## config.mk

```make
export PLATFORM = sky130hd
export DESIGN_NAME = fetch_prefetch_q_flat
export DESIGN_NICKNAME = d
export VERILOG_FILES = /design/src/rtl/fetch_prefetch_q_if.sv /design/src/rtl/fetch_prefetch_q.sv /design/src/flat_wrapper.sv
export SDC_FILE = /design/constraint.sdc
export NUM_CORES = 1
export LEC_CHECK = 0
export CAP_MARGIN = 15
export CORE_ASPECT_RATIO = 0.9
export CORE_MARGIN = 4
export CORE_UTILIZATION = 40
export DETAILED_ROUTE_END_ITERATION = 10
export SYNTH_ARGS = -nofsm -noshare
export SYNTH_HDL_FRONTEND = slang
export SYNTH_SLANG_ARGS = --single-unit
```

## constraint.sdc

```tcl
create_clock -name clk -period 8.4 [get_ports clk]
set_clock_uncertainty 0.15 [all_clocks]
set_input_delay 1.26 -clock clk [delete_from_list [all_inputs] [get_ports clk]]
set_output_delay 1.26 -clock clk [all_outputs]
set_load 0.01 [all_outputs]
```

## src/rtl/fetch_prefetch_q_if.sv

```systemverilog
// Wishbone B4 classic instruction-bus bundle.
// master: fetch unit (cyc/stb/we/sel/adr out, dat/ack/err in); slave: memory.
interface fetch_prefetch_q_if #(
  parameter int unsigned XLEN = 32
);
  logic              cyc_o;
  logic              stb_o;
  logic              we_o;
  logic [XLEN/8-1:0] sel_o;
  logic [XLEN-1:0]   adr_o;
  logic [XLEN-1:0]   dat_i;
  logic              ack_i;
  logic              err_i;

  modport master (
    output cyc_o, stb_o, we_o, sel_o, adr_o,
    input  dat_i, ack_i, err_i
  );

  modport slave (
    input  cyc_o, stb_o, we_o, sel_o, adr_o,
    output dat_i, ack_i, err_i
  );
endinterface

```

## src/rtl/fetch_prefetch_q.sv

```systemverilog
// Prefetching instruction fetch unit: Wishbone read master feeding a
// DEPTH-entry {ir,pc,fault} queue. Ports: clk, rst (async, active high),
// wb (Wishbone master), inst_* valid/ready head, jump/jump_target, busy.
module fetch_prefetch_q #(
  parameter int unsigned    XLEN     = 32,
  parameter int unsigned    DEPTH    = 4,
  parameter logic [XLEN-1:0] RESET_PC = '0
) (
  input  logic            clk,
  input  logic            rst,
  fetch_prefetch_q_if.master wb,
  output logic            inst_valid,
  input  logic            inst_ready,
  output logic [XLEN-1:0] inst_ir,
  output logic [XLEN-1:0] inst_pc,
  output logic            inst_fault,
  input  logic            jump,
  input  logic [XLEN-1:0] jump_target,
  output logic            busy
);

  localparam int unsigned AW = $clog2(DEPTH);
  localparam int unsigned CW = AW + 1;

  typedef enum logic [1:0] {
    IDLE,
    REQ,
    DROP
  } state_e;

  state_e          state_q, state_d;
  logic [XLEN-1:0] pc_q, pc_d;
  logic [XLEN-1:0] adr_q, adr_d;
  logic            halted_q, halted_d;
  logic [CW-1:0]   cnt_q, cnt_d;
  logic [AW-1:0]   rd_q, rd_d;
  logic [AW-1:0]   wr_q, wr_d;

  logic [XLEN-1:0] ir_mem  [DEPTH];
  logic [XLEN-1:0] pc_mem  [DEPTH];
  logic            flt_mem [DEPTH];

  logic            resp;
  logic            push;
  logic            pop;
  logic [XLEN-1:0] push_ir;
  logic [CW-1:0]   cnt_nxt;
  logic            room;
  logic [XLEN-1:0] tgt;

  assign resp    = wb.ack_i | wb.err_i;
  assign tgt     = jump_target & ~XLEN'(3);

  // A response in the jump cycle belongs to the old stream.
  assign push    = (state_q == REQ) && resp && !jump;
  assign pop     = inst_valid && inst_ready && !jump;
  assign push_ir = wb.err_i ? '0 : wb.dat_i;
  assign cnt_nxt = cnt_q + CW'(push) - CW'(pop);
  assign room    = cnt_nxt < CW'(DEPTH);

  always_comb begin
    state_d  = state_q;
    pc_d     = pc_q;
    halted_d = halted_q;
    unique case (state_q)
      IDLE: begin
        if (!jump && !halted_q && room)
          state_d = REQ;
      end
      REQ: begin
        if (jump) begin
          state_d = resp ? IDLE : DROP;
        end else if (wb.ack_i) begin
          pc_d    = pc_q + XLEN'(4);
          state_d = room ? REQ : IDLE;
        end else if (wb.err_i) begin
          halted_d = 1'b1;
          state_d  = IDLE;
        end
      end
      DROP: begin
        if (resp)
          state_d = IDLE;
      end
      default: state_d = IDLE;
    endcase
    if (jump) begin
      pc_d     = tgt;
      halted_d = 1'b0;
    end
  end

  // Address only moves when a new request starts, so it is
  // stable for the whole cycle including a DROP.
  always_comb begin
    adr_d = adr_q;
    if (state_d == REQ)
      adr_d = pc_d;
  end

  always_comb begin
    cnt_d = cnt_nxt;
    rd_d  = rd_q + AW'(pop);
    wr_d  = wr_q + AW'(push);
    if (jump) begin
      cnt_d = '0;
      rd_d  = '0;
      wr_d  = '0;
    end
  end

  always_ff @(posedge clk or posedge rst) begin
    if (rst) begin
      state_q  <= IDLE;
      pc_q     <= RESET_PC;
      adr_q    <= RESET_PC;
      halted_q <= 1'b0;
      cnt_q    <= '0;
      rd_q     <= '0;
      wr_q     <= '0;
    end else begin
      state_q  <= state_d;
      pc_q     <= pc_d;
      adr_q    <= adr_d;
      halted_q <= halted_d;
      cnt_q    <= cnt_d;
      rd_q     <= rd_d;
      wr_q     <= wr_d;
    end
  end

  always_ff @(posedge clk) begin
    if (push) begin
      ir_mem[wr_q]  <= push_ir;
      pc_mem[wr_q]  <= pc_q;
      flt_mem[wr_q] <= wb.err_i;
    end
  end

  assign wb.cyc_o = (state_q != IDLE);
  assign wb.stb_o = wb.cyc_o;
  assign wb.we_o  = 1'b0;
  assign wb.sel_o = '1;
  assign wb.adr_o = adr_q;

  assign inst_valid = (cnt_q != '0);
  assign inst_ir    = ir_mem[rd_q];
  assign inst_pc    = pc_mem[rd_q];
  assign inst_fault = inst_valid & flt_mem[rd_q];
  assign busy       = wb.cyc_o | inst_valid;

endmodule

```

## src/flat_wrapper.sv

```systemverilog
// flat-port wrapper written by rule: the top's interface ports become plain ports
module fetch_prefetch_q_flat 
#(
  parameter int unsigned    XLEN     = 32,
  parameter int unsigned    DEPTH    = 4,
  parameter logic [XLEN-1:0] RESET_PC = '0
)
  (clk, rst, inst_valid, inst_ready, inst_ir, inst_pc, inst_fault, jump, jump_target, busy, wb_cyc_o, wb_stb_o, wb_we_o, wb_sel_o, wb_adr_o, wb_dat_i, wb_ack_i, wb_err_i);
  fetch_prefetch_q_if #(.XLEN(XLEN)) wb_i ();
  input  logic clk;
  input  logic rst;
  output logic inst_valid;
  input  logic inst_ready;
  output logic [XLEN-1:0] inst_ir;
  output logic [XLEN-1:0] inst_pc;
  output logic inst_fault;
  input  logic jump;
  input  logic [XLEN-1:0] jump_target;
  output logic busy;
  output wire logic [$bits(wb_i.cyc_o)-1:0] wb_cyc_o;
  output wire logic [$bits(wb_i.stb_o)-1:0] wb_stb_o;
  output wire logic [$bits(wb_i.we_o)-1:0] wb_we_o;
  output wire logic [$bits(wb_i.sel_o)-1:0] wb_sel_o;
  output wire logic [$bits(wb_i.adr_o)-1:0] wb_adr_o;
  input wire logic [$bits(wb_i.dat_i)-1:0] wb_dat_i;
  input wire logic [$bits(wb_i.ack_i)-1:0] wb_ack_i;
  input wire logic [$bits(wb_i.err_i)-1:0] wb_err_i;
  assign wb_cyc_o = wb_i.cyc_o;
  assign wb_stb_o = wb_i.stb_o;
  assign wb_we_o = wb_i.we_o;
  assign wb_sel_o = wb_i.sel_o;
  assign wb_adr_o = wb_i.adr_o;
  assign wb_i.dat_i = wb_dat_i;
  assign wb_i.ack_i = wb_ack_i;
  assign wb_i.err_i = wb_err_i;
  fetch_prefetch_q #(.XLEN(XLEN), .DEPTH(DEPTH), .RESET_PC(RESET_PC)) u_core (.clk(clk), .rst(rst), .wb(wb_i), .inst_valid(inst_valid), .inst_ready(inst_ready), .inst_ir(inst_ir), .inst_pc(inst_pc), .inst_fault(inst_fault), .jump(jump), .jump_target(jump_target), .busy(busy));
endmodule
```

Word level (Yosys, flattened, before mapping)
Memory sizes are Yosys's and may differ from the RTL's.
Index checks and enable logic that the tools add are counted.
{ "totals": {"out_inout_bits": 106, "wordCells": 58, "rom_bits": 0, "memories": 3, "mem_bits_rw": 260, "ff_bits": 74, "latchBits": 0} }
{ "op_classes": {"addsub": 5, "n_lt_le_gt_ge": 1, "bitwise": 3, "n_reduce_logical": 14, "shifts": 0, "n_eq_ne": 4, "n_div": 0, "n_mux": 21, "mul": 0} }
{ "memory_table": {"columns": ["memory", "depth", "width", "rd", "rd_clocked_by_memory_dff", "wr", "line_no", "rtl"], "rows": [
  ["u_core.ir_mem", 4, 32, 1, 0, 1, "fetch_prefetch_q.sv:39", "logic [XLEN-1:0] ir_mem [DEPTH];"],
  ["u_core.pc_mem", 4, 32, 1, 0, 1, "fetch_prefetch_q.sv:40", "logic [XLEN-1:0] pc_mem [DEPTH];"],
  ["u_core.flt_mem", 4, 1, 1, 0, 1, "fetch_prefetch_q.sv:41", "logic flt_mem [DEPTH];"]
]} }
{ "ops": {"columns": ["cell", "n"], "rows": [
  ["$mux W32", 4],
  ["$add A32 B3 Y32 const B", 1],
  ["$mux W2", 8],
  ["$mux W1", 7],
  ["$logic_and A1 B1 Y1", 6],
  ["$pmux W2 S3", 1],
  ["$reduce_bool A2 Y1", 3],
  ["$add A2 B1 Y2", 2],
  ["$eq A2 B1 Y1 const B", 2],
  ["$add A3 B1 Y3", 1],
  ["$lt A3 B3 Y1 const B", 1],
  ["$mux W3", 1],
  ["$reduce_and A3 Y1", 1],
  ["$reduce_bool A3 Y1", 1],
  ["$sub A3 B1 Y3", 1],
  ["$eq A2 B2 Y1 const B", 1],
  ["$logic_not A1 Y1", 2],
  ["$logic_not A2 Y1", 1],
  ["$ne A2 B2 Y1 const B", 1],
  ["$or A1 B1 Y1", 2],
  ["$and A1 B1 Y1", 1]
]} }

Longest topological paths before layout
Gate-level depths: netlist of run 1.
{ "depth": {"depth_word": 11, "ltp_mapped": 16} }

Worst setup path before layout of run 1
OpenSTA, ideal clock, no wires.
{ "synth_timing": {"path_kind": "input -> register", "startpoint": "input jump", "endpoint": "memory u_core.flt_mem[0] (enable)", "slack_ps": 984, "t_arrival_ps": 6684, "path_stages": 3, "required_ps": 7668, "n_path_buf": 1, "setup_time_ps": 582, "path_cell_list": "clkbuf_1 -> nor3b_1 -> nor3b_1"} }
{ "synth_between": {"elab_chain_cells": 4} }
{ "synth_rtl": {"columns": ["item", "line_no", "rtl"], "rows": [
  ["from (decl)", "flat_wrapper.sv:17", "input logic jump;"],
  ["$logic_not A1 Y1", "fetch_prefetch_q.sv:55", "assign push = (state_q == REQ) && resp && !jump;"],
  ["$logic_and A1 B1 Y1", "fetch_prefetch_q.sv:55", null],
  ["$mux W1", "fetch_prefetch_q.sv:133", "if (push) begin"],
  ["$mux W1 (implied by the code)", "fetch_prefetch_q.sv:136", "flt_mem[wr_q] <= wb.err_i;"],
  ["to (decl)", "fetch_prefetch_q.sv:41", null]
]} }
No other way between the ends.

Worst setup path in the final report of run 1
{ "layout_timing": {"startpoint": "input wb_ack_i", "endpoint": "register u_core.adr_q[24], in the netlist u_core.wb.adr_o[24]"} }
{ "layout_between": {"elab_chain_cells": 11, "elab_cells_between_ends": 18, "cone_classes": "add/sub: 2; order compare: 1; eq/ne: 1; mux: 10; bitwise: 1; reduce/logical: 3"} }
{ "layout_rtl": {"columns": ["item", "line_no", "rtl"], "rows": [
  ["from (decl)", "flat_wrapper.sv:26", "input wire logic [$bits(wb_i.ack_i)-1:0] wb_ack_i;"],
  ["$or A1 B1 Y1", "fetch_prefetch_q.sv:51", "assign resp = wb.ack_i | wb.err_i;"],
  ["$logic_and A1 B1 Y1 (2 in a row)", "fetch_prefetch_q.sv:55", null],
  ["$add A3 B1 Y3", "fetch_prefetch_q.sv:58", "assign cnt_nxt = cnt_q + CW'(push) - CW'(pop);"],
  ["$sub A3 B1 Y3", "fetch_prefetch_q.sv:58", null],
  ["$lt A3 B3 Y1", "fetch_prefetch_q.sv:59", "assign room = cnt_nxt < CW'(DEPTH);"],
  ["$mux W1", "fetch_prefetch_q.sv:75", "state_d = room ? REQ : IDLE;"],
  ["$mux W2", "fetch_prefetch_q.sv:73", "end else if (wb.ack_i) begin"],
  ["$mux W2", "fetch_prefetch_q.sv:71", "if (jump) begin"],
  ["$pmux W2 S3", "fetch_prefetch_q.sv:65", "unique case (state_q)"],
  ["$eq A2 B1 Y1", "fetch_prefetch_q.sv:97", "if (state_d == REQ)"],
  ["to (signal assigned)", "fetch_prefetch_q.sv:124", "adr_q <= adr_d;"],
  ["to (decl)", "fetch_prefetch_q.sv:33", "logic [XLEN-1:0] adr_q, adr_d;"]
]} }
Several ways; a longest one is shown, not always the timed one.
A chain may end at the register's enable or synchronous reset.

==> results of run 1 <==
[path summary, 6_finish.rpt]
path | from | depth (start not counted) | endpoint | slack [ps]
max | wb_ack_i | 11 | u_core.wb.adr_o[24] | 3520
max in group asynchronous | rst | 3 | u_core.rd_q[0] | 6130
max reg2reg | u_core.state_q[0] | 10 | u_core.wb.adr_o[24] | 4260
min in group asynchronous | rst | 3 | u_core.wb.adr_o[7] | 1240
min | u_core.wb.adr_o[2] | 2 | u_core.wb.adr_o[2] | 350
min reg2reg | u_core.wb.adr_o[2] | 2 | u_core.wb.adr_o[2] | 350
[worst min-delay path: stages, from the launching register on]
cell     delay, ps
dfrtp_1        350
nand2_1         60
nand2_1         60
[registers in the layout (all words and copies together) (netlist names)]
| register | cells |
|---|---|
| u_core.flt_mem | 4 |
| u_core.state_q | 2 |
| u_core.rd_q | 2 |
| u_core.halted_q | 1 |
| u_core.wr_q | 2 |
| u_core.pc_mem | 128 |
| u_core.wb.adr_o | 32 |
| u_core.ir_mem | 128 |
| u_core.pc_q | 32 |
| u_core.cnt_q | 3 |
[through the flow]
step	setup slack, ps	cell area (um2)
after floorplan	984	13200
after global placement	2980	15300
after detailed placement	2930	15300
after CTS	3480	16400
after global routing	3190	16400
final	3520	16400
[report_power, final]
group / leakage [nW] / internal (mW) / total (mW) / switching [mW]
combinational: 1.79 / 0.522 / 0.919 / 0.397
clock: 0.551 / 0.944 / 1.53 / 0.589
sequential: 3.27 / 1.95 / 2.07 / 0.124
[cells in the mapped netlist, drive strengths merged]
cell,count,area [um2]
edfxtp,260,7810
dfrtp,74,1850
mux4,65,1460
nor2b,40,250
nand2,37,139
mux2,31,349
buf,20,111
nor2,19,71.3
clkbuf,18,67.6
o21ai,18,90.1
xnor2,15,131
a21oi,14,70.1
inv,13,48.8
nand3,13,65.1
xor2,13,114
and3,9,56.3
nand4,9,56.3
nor3,7,45.0
ha,5,62.6
and2,4,25.0
nor4,4,31.3
and4,3,26.3
nor3b,3,22.5
a21o,2,15.0
and3b,2,17.5
conb,2,7.51
nand2b,2,12.5
nand4b,2,17.5
a211o,1,8.76
a31o,1,8.76
a31oi,1,6.26
fa,1,20.0
mux2i,1,10.0
nand3b,1,11.3
o31a,1,8.76
or2,1,6.26
or4,1,11.3
xnor3,1,22.5
[cell families (layout without fill, tap and decap cells)]
kind of cell             Yosys count  after routing  share of synthesized area
buffers and inverters             51            256                     0.0173
adder cells (fa/ha/maj)            6              6                    0.00628
flip-flops                       334            334                      0.735
multiplexers                      97             97                      0.139
other                              2              5                   0.000572
AND/OR/NAND/NOR                  157            157                     0.0658
XOR/XNOR                          29             29                     0.0204
AO/OA/AOI/OAI                     38             38                     0.0158
[cell type report]
class,instances,area [um2]
clock buffer,53,996
clock inverter,10,158
fill,2649,15800
inverter,13,50.0
multi-input combinational,332,3290
sequential,334,9670
tap,416,520
timing repair buffer,180,1760
[per-layer routing]
| layer | vias to the layer above | global-route usage |
|---|---|---|
| met5 | - | 0 |
| met4 | 0 | 0.0367 |
| met3 | 41 | 0.0414 |
| met2 | 195 | 0.239 |
| met1 | 3490 | 0.224 |
| li1 | 3118 | - |
==> metrics.txt, run 1 <==
DP Cell Count between 1000 and 1500; final critical-path required period just under 5000 ps; maximum VDD drop 0.175 mV; maxcap violations 0; setup fix buffers added after clock tree synthesis 0; leakage power ~5.6 nW; pin count of the biggest net entering global routing 75; number of cell rows 62; Arr. time, crit path 5120 ps; 1st-pass router iterations 6; DRT Wirelength between 20 and 30 mm; top fanout value on the critical path 33; CTS H-tree lvls 2; crit path capture type register; Top-Level Pins roughly 180; Layout Nets a little under 1000; Die Wd about 200 um; number of global-route vias before repair ~7200; TritonCTS buffer count 35; detailed-routed wire length on met2 about 13 mm; area added between synthesis and finish 25.1%; root buffer selected by CTS clkbuf_16; maximum buffer depth of the clock tree 3; number of resized instances in the post-cts repair step 0; portion of the clock cycle consumed by the worst path in the final layout 0.581; final standard cell utilization of the core 0.511; initial core utilization 0.408; fraction of the yosys area taken by sequential cells 0.735; hold bufs inserted after CTS 0; RSZ-0062 raised after global routing no; post-CTS clock slew at the launch and capture registers of the worst setup and hold paths roughly 60 ps; total power 4.52 mW; Mean Syn Cell Area 18.4 um2; final weighted congestion of routability-driven global placement roughly 0.74; power density cells between 200 and 300 nW/um2; DRC 0; worst-skew pair later-pin latency 500 ps; Fmax achieved a little over 200 MHz; cell with the biggest individual delay on the critical path clkdlybuf4s50_1; total global routing track utilization 0.155; actual slew at the worst max-slew pin ~1000 ps; worst min-delay path class register to register; required time of the critical path around 8600 ps; DR vias/cell just over 5; full die area about 36000 um2; antenna diode instance count 0; worst-case headroom to the max-slew limit 0.326; # clock sinks around 330; total of flip-flops plus latches after synthesis approximately 330; iteration-0 DRC count of the detailed router ~280; slowest cell delay on critical path 650 ps; drt wl/cell approximately 21 um; status complete, no violations; first-pass GRT wire length around 43 mm; type of the setup path with the least slack input pin to register; Hold Slack roughly 350 ps; Port Buf Inserts around 170; top library cells by usage in the layout, fill and taps aside edfxtp_1, clkdlybuf4s50_1, dfrtp_1; warning count from the yosys run 0; Die H 180 um; met3 routed wirelength between 1.5 and 2 mm; floorplan core area 32200 um2; commonest non-fill, non-tap cell in the layout edfxtp_1; post-synthesis cell area approximately 13000 um2; endpoints failing setup 0; count of different cell masters after synthesis between 40 and 50; Max Used Layer met4; GR Overflow Total 0; total half-perimeter wirelength after legalization and detailed placement 17.0 mm; final instance count without filler cells 1338; share of layout cells above drive strength 1 0.184; buffering stage count on the worst path with inverters included 3; routed metal-1 wire length around 13 mm; ordered list of cells on the worst path clkdlybuf4s50_1, nor2_1, nor3b_1, ha_1, inv_1, fa_1, xnor3_1, o21ai_0, a211o_1, inv_2, mux2_2; CP top delay family buffers and inverters; Via Count 6844; kind of start point of the critical path input pin; Hold Vio Cnt, Final 0; post-route antenna net violation count 0; Setup Total Neg Slack 0 ps; final max-slew violation count 0; synthesized instance count about 700; antenna violations before repair 0; CTS tree done
(Power assumes the default switching activity.)
==> run 2: changes to the inputs <==
==> constraint.sdc (replaced) <==
create_clock -name clk -period 4.9 [get_ports clk]
set_clock_uncertainty 0.15 [all_clocks]
set_input_delay 0.735 -clock clk [delete_from_list [all_inputs] [get_ports clk]]
set_output_delay 0.735 -clock clk [all_outputs]
set_load 0.01 [all_outputs]
==> run 2 against run 1 <==
Compared with the run above: count of clock-buffer cells in the layout is 4 lower; total power rose by 76%; highest routed layer unchanged; wire length rose by 3.4%; design area grew 1.0%; register-to-register slack got worse by 3200 ps; critical path depth rose by 1.
==> metrics.txt, run 2 (same netlist as run 1, synthesis figures left out) <==
DRC 0; drt wl/cell approximately 21 um; actual slew at the worst max-slew pin ~960 ps; hold bufs inserted after CTS 0; Via Count ~6900; initial core utilization 0.408; Hold Vio Cnt, Final 0; final-layout fill cell count between 2000 and 3000; final max-slew violation count 0; antenna diode instance count 0; detailed-routed wire length on met2 between 10 and 15 mm; CP top delay family buffers and inverters; portion of the clock cycle consumed by the worst path in the final layout 0.798; full die area 35800 um2; area added between synthesis and finish 26.4%; Layout Nets around 980; cell with the biggest individual delay on the critical path inv_2; number of cell rows between 60 and 70; maxcap violations 0; routed metal-1 wire length between 10 and 15 mm; CTS tree done; pin count of the biggest net entering global routing 62; total global routing track utilization 0.159; placed inst area between 15000 and 20000 um2; leakage power ~5.7 nW; final weighted congestion of routability-driven global placement between 0.7 and 0.8; Die Wd 199 um; CTS H-tree lvls 2; number of resized instances in the post-cts repair step 0; antenna violations before repair 0; slowest cell delay on critical path between 500 and 600 ps; iteration-0 DRC count of the detailed router ~330; worst-skew pair later-pin latency between 500 and 600 ps; number of global-route vias before repair 7430; root buffer selected by CTS clkbuf_16; worst min-delay path class register to register; TritonCTS buffer count 36; share of layout cells above drive strength 1 0.200; RSZ-0062 raised after global routing no; Arr. time, crit path 4150 ps; first-pass GRT wire length 44.3 mm; required time of the critical path ~5000 ps; commonest non-fill, non-tap cell in the layout edfxtp_1; status complete, no violations; Fmax achieved approximately 260 MHz; met3 routed wirelength between 1.5 and 2 mm; final critical-path required period slightly below 4000 ps; worst-case headroom to the max-slew limit 0.362; Top-Level Pins 176; combined area of the multi-input logic cells ~3300 um2; 1st-pass router iterations 4; top library cells by usage in the layout, fill and taps aside edfxtp_1, clkdlybuf4s50_1, dfrtp_1; post-CTS clock slew at the launch and capture registers of the worst setup and hold paths around 60 ps; final design instance area without fill around 17000 um2; # clock sinks approximately 330; endpoints failing setup 0; type of the setup path with the least slack input pin to register; kind of start point of the critical path input pin; Setup Total Neg Slack 0 ps; top fanout value on the critical path 27; DRT Wirelength approximately 29 mm; crit path capture type register; buffering stage count on the worst path with inverters included 4; power density cells between 400 and 500 nW/um2; sequential cell area around 9700 um2; total power 7.95 mW; reg-to-reg slack, setup between 1000 and 1500 ps; ordered list of cells on the worst path clkdlybuf4s50_1, nor3b_1, ha_1, inv_1, ha_1, inv_1, fa_1, xnor3_1, o21ai_0, a211o_1, inv_2, mux2_2; DR vias/cell about 5.1; setup fix buffers added after clock tree synthesis 0; maximum buffer depth of the clock tree 3; floorplan core area around 32000 um2; total half-perimeter wirelength after legalization and detailed placement roughly 18 mm; maximum VDD drop 0.311 mV; post-route antenna net violation count 0; biggest regs u_core.ir_mem: 128 flops, u_core.pc_mem: 128 flops; GR Overflow Total 0; Die H 180 um; Port Buf Inserts 168; Max Used Layer met4
## run 2: cell count changes in the layout (fill, tap and decap cells not counted), sizes merged
cell | before | now
buf | 14 | 22
bufinv | 4 | 5
clkbuf | 53 | 49
clkinv | 5 | 11
clkinvlp | 2 | 0
inv | 12 | 13
## run 2: metal layers
metal / up-vias / track usage
met5: - / 0
met4: 0 / 0.0345
met3: 38 / 0.0386
met2: 159 / 0.249
met1: 3562 / 0.229
li1: 3138 / -
## run 2: path summary, 6_finish.rpt
check | from | endpoint | cells past startpoint
setup / recovery | inst_ready | u_core.wb.adr_o[7] | 12
hold / removal | u_core.wb.adr_o[13] | u_core.wb.adr_o[13] | 2
setup reg to reg | u_core.cnt_q[1] | u_core.wb.adr_o[7] | 13
hold reg to reg | u_core.wb.adr_o[13] | u_core.wb.adr_o[13] | 2
max in group asynchronous | rst | u_core.pc_q[27] | 3
min in group asynchronous | rst | u_core.wb.adr_o[13] | 2
## run 2: report_power, final
group / switching, mW / leakage, nW / internal [mW]
logic: 0.714 / 1.83 / 0.918
registers: 0.191 / 3.27 / 3.34
clock network: 1.08 / 0.606 / 1.71
## run 2: worst register-to-register path, cell delays in order, from the launching register on
cell and delay, ps:
dfrtp_1 420, nor3_1 80, buf_4 160, nor3b_1 260
ha_1 280, inv_1 60, ha_1 140, inv_1 50
fa_1 360, xnor3_1 240, o21ai_0 90, a211o_1 480
inv_2 580, mux2_2 430
## run 2: layout make-up
| cell class | count | share of cell area |
|---|---|---|
| Clock inverter | 16 | 0.0139 |
| Inverter | 13 | 0.00301 |
| Timing Repair Buffer | 188 | 0.111 |
| Sequential cell | 334 | 0.582 |
| Clock buffer | 49 | 0.0603 |
| Multi-Input combinational cell | 332 | 0.198 |
| Tap cell | 416 | 0.0313 |
## run 2: per-stage QoR
| stage | setup slack [ps] | hold WS (ps) | std cells | util |
|---|---|---|---|---|
| 2_1_floorplan | 128 | 313 | 717 | - |
| 3_3_place_gp | 494 | 312 | 1283 | 0.478 |
| 3_5_place_dp | 456 | 327 | 1283 | 0.478 |
| 4_1_cts | 1000 | 345 | 1348 | 0.516 |
| 5_1_grt | 747 | 370 | 1348 | 0.516 |
| 6_report | 990 | 341 | 1348 | 0.516 |
==> run 3: changes to the inputs <==
==> constraint.sdc (replaced) <==
create_clock -name clk -period 3.6 [get_ports clk]
set_clock_uncertainty 0.15 [all_clocks]
set_input_delay 0.54 -clock clk [delete_from_list [all_inputs] [get_ports clk]]
set_output_delay 0.54 -clock clk [all_outputs]
set_load 0.01 [all_outputs]
==> run 3 against run 2 <==
Compared with the run above: worst setup slack got worse by 810 ps; sequential power rose by 37%; wire length down 1.5%; global-route usage down 0.085 points; utilization fell by 0.24 points; flip-flop and latch count did not move; sequential share of layout area increased by 0.27 points; total power increased by 30%; hold slack lost 190 ps; clock power up 15%; combinational power grew 39%; largest power group unchanged.
==> metrics.txt, run 3 (same netlist as run 1, synthesis figures left out) <==
maximum buffer depth of the clock tree 3; number of resized instances in the post-cts repair step 0; power density cells a little over 600 nW/um2; portion of the clock cycle consumed by the worst path in the final layout 0.949; Die H between 150 and 200 um; Port Buf Inserts 168; iteration-0 DRC count of the detailed router between 300 and 400; ordered list of cells on the worst path buf_4, mux4_2, clkdlybuf4s50_1; DRT Wirelength 28.3 mm; root buffer selected by CTS clkbuf_16; pin count of the biggest net entering global routing 62; required time of the critical path just under 3000 ps; top library cells by usage in the layout, fill and taps aside edfxtp_1, clkdlybuf4s50_1, dfrtp_1; Layout Nets around 990; Fmax achieved between 200 and 300 MHz; CTS H-tree lvls 2; drt wl/cell between 20 and 25 um; biggest regs u_core.ir_mem: 128 flops, u_core.pc_mem: 128 flops; post-CTS clock slew at the launch and capture registers of the worst setup and hold paths approximately 60 ps; GR Overflow Total 0; type of the setup path with the least slack register to output port; number of cell rows 62; first-pass GRT wire length ~44 mm; post-route antenna net violation count 0; DRC 0; number of global-route vias before repair 7233; CP top delay family flip-flops; Arr. time, crit path between 2000 and 3000 ps; final max-slew violation count 0; worst-skew pair later-pin latency 490 ps; total global routing track utilization 0.158; # clock sinks about 330; initial core utilization 0.408; Setup Total Neg Slack 0 ps; maximum VDD drop approximately 0.38 mV; final critical-path required period about 3400 ps; endpoints failing setup 0; final standard cell utilization of the core 0.513; full die area between 30000 and 40000 um2; leakage power 5.66 nW; RSZ-0062 raised after global routing no; total half-perimeter wirelength after legalization and detailed placement between 15 and 20 mm; final-layout fill cell count roughly 2700; 1st-pass router iterations 4; status complete, no violations; TritonCTS buffer count 35; floorplan core area between 30000 and 40000 um2; final weighted congestion of routability-driven global placement around 0.75; maxcap violations 0; actual slew at the worst max-slew pin 620 ps; Via Count between 6000 and 7000; crit path capture type output port; kind of start point of the critical path register; share of layout cells above drive strength 1 0.194; buffering stage count on the worst path with inverters included 2; worst-case headroom to the max-slew limit 0.587; CTS tree done; Die Wd between 150 and 200 um; hold bufs inserted after CTS 0; setup fix buffers added after clock tree synthesis 0; antenna violations before repair 1; area added between synthesis and finish 25.8%; commonest non-fill, non-tap cell in the layout edfxtp_1; cell with the biggest individual delay on the critical path dfrtp_4; Top-Level Pins roughly 180; top fanout value on the critical path 27; antenna diode instance count 0; slowest cell delay on critical path 830 ps; Hold Vio Cnt, Final 0; worst min-delay path class input pin to async pin; DR vias/cell between 5 and 6
[run 3: worst register-to-register path, stage by stage (launching register included)]
cell	delay, ps
dfrtp_1	430
nor3_1	300
nor3b_2	90
ha_1	270
inv_1	60
ha_1	130
inv_1	50
fa_1	370
xnor3_1	220
o21ai_0	90
a211o_1	290
inv_2	90
buf_12	180
mux2_2	370
[run 3: path summary, 6_finish.rpt]
path                                startpoint                   to  slack [ps]  depth (start not counted)
min in group clk           u_core.wb.adr_o[16]  u_core.wb.adr_o[16]         350                          2
min reg2reg                u_core.wb.adr_o[16]  u_core.wb.adr_o[16]         350                          2
max                             u_core.rd_q[0]          inst_pc[18]         180                          3
max reg2reg                    u_core.cnt_q[1]  u_core.wb.adr_o[29]         400                         13
max in group asynchronous                  rst       u_core.rd_q[1]        2510                          3
min                                        rst       u_core.pc_q[3]         160                          2
[run 3: through the flow]
| step | instance area [um2] | std cells | hold slack [ps] | setup WS, ps | power, mW |
|---|---|---|---|---|---|
| 2_1_floorplan | 13200 | 717 | 313 | 24.6 | 5.97 |
| 3_3_place_gp | 15500 | 1294 | 312 | 50.5 | 7.20 |
| 3_5_place_dp | 15500 | 1294 | 325 | 16.6 | 7.21 |
| 4_1_cts | 16500 | 1354 | 142 | 101 | 10.5 |
| 5_1_grt | 16500 | 1354 | 180 | 32.3 | 10.8 |
| 6_report | 16500 | 1354 | 156 | 183 | 10.3 |
[run 3: layout make-up]
type                       count  area [um2]  share of cell area
multi-input combinational    332        3300               0.199
sequential                   334        9670               0.585
tap                          416         520              0.0315
inverter                      13        50.0             0.00303
clock inverter                10        71.3             0.00431
timing repair buffer         199        1990               0.121
clock buffer                  50         932              0.0564
[run 3: metal layers]
| layer | vias to the layer above | global-route usage | part of all wire |
|---|---|---|---|
| met2 | 194 | 0.240 | 0.46 |
| met4 | 2 | 0.0328 | 0.016 |
| met5 | - | 0 | 0.00042 |
| met1 | 3462 | 0.236 | 0.47 |
| met3 | 38 | 0.0384 | 0.061 |
| li1 | 3154 | - | - |
[run 3: report_power, final]
part	switching, mW	internal, mW	total, mW
Combinational	0.967	1.31	2.27
Clock	1.34	1.87	3.20
Sequential	0.274	4.54	4.82
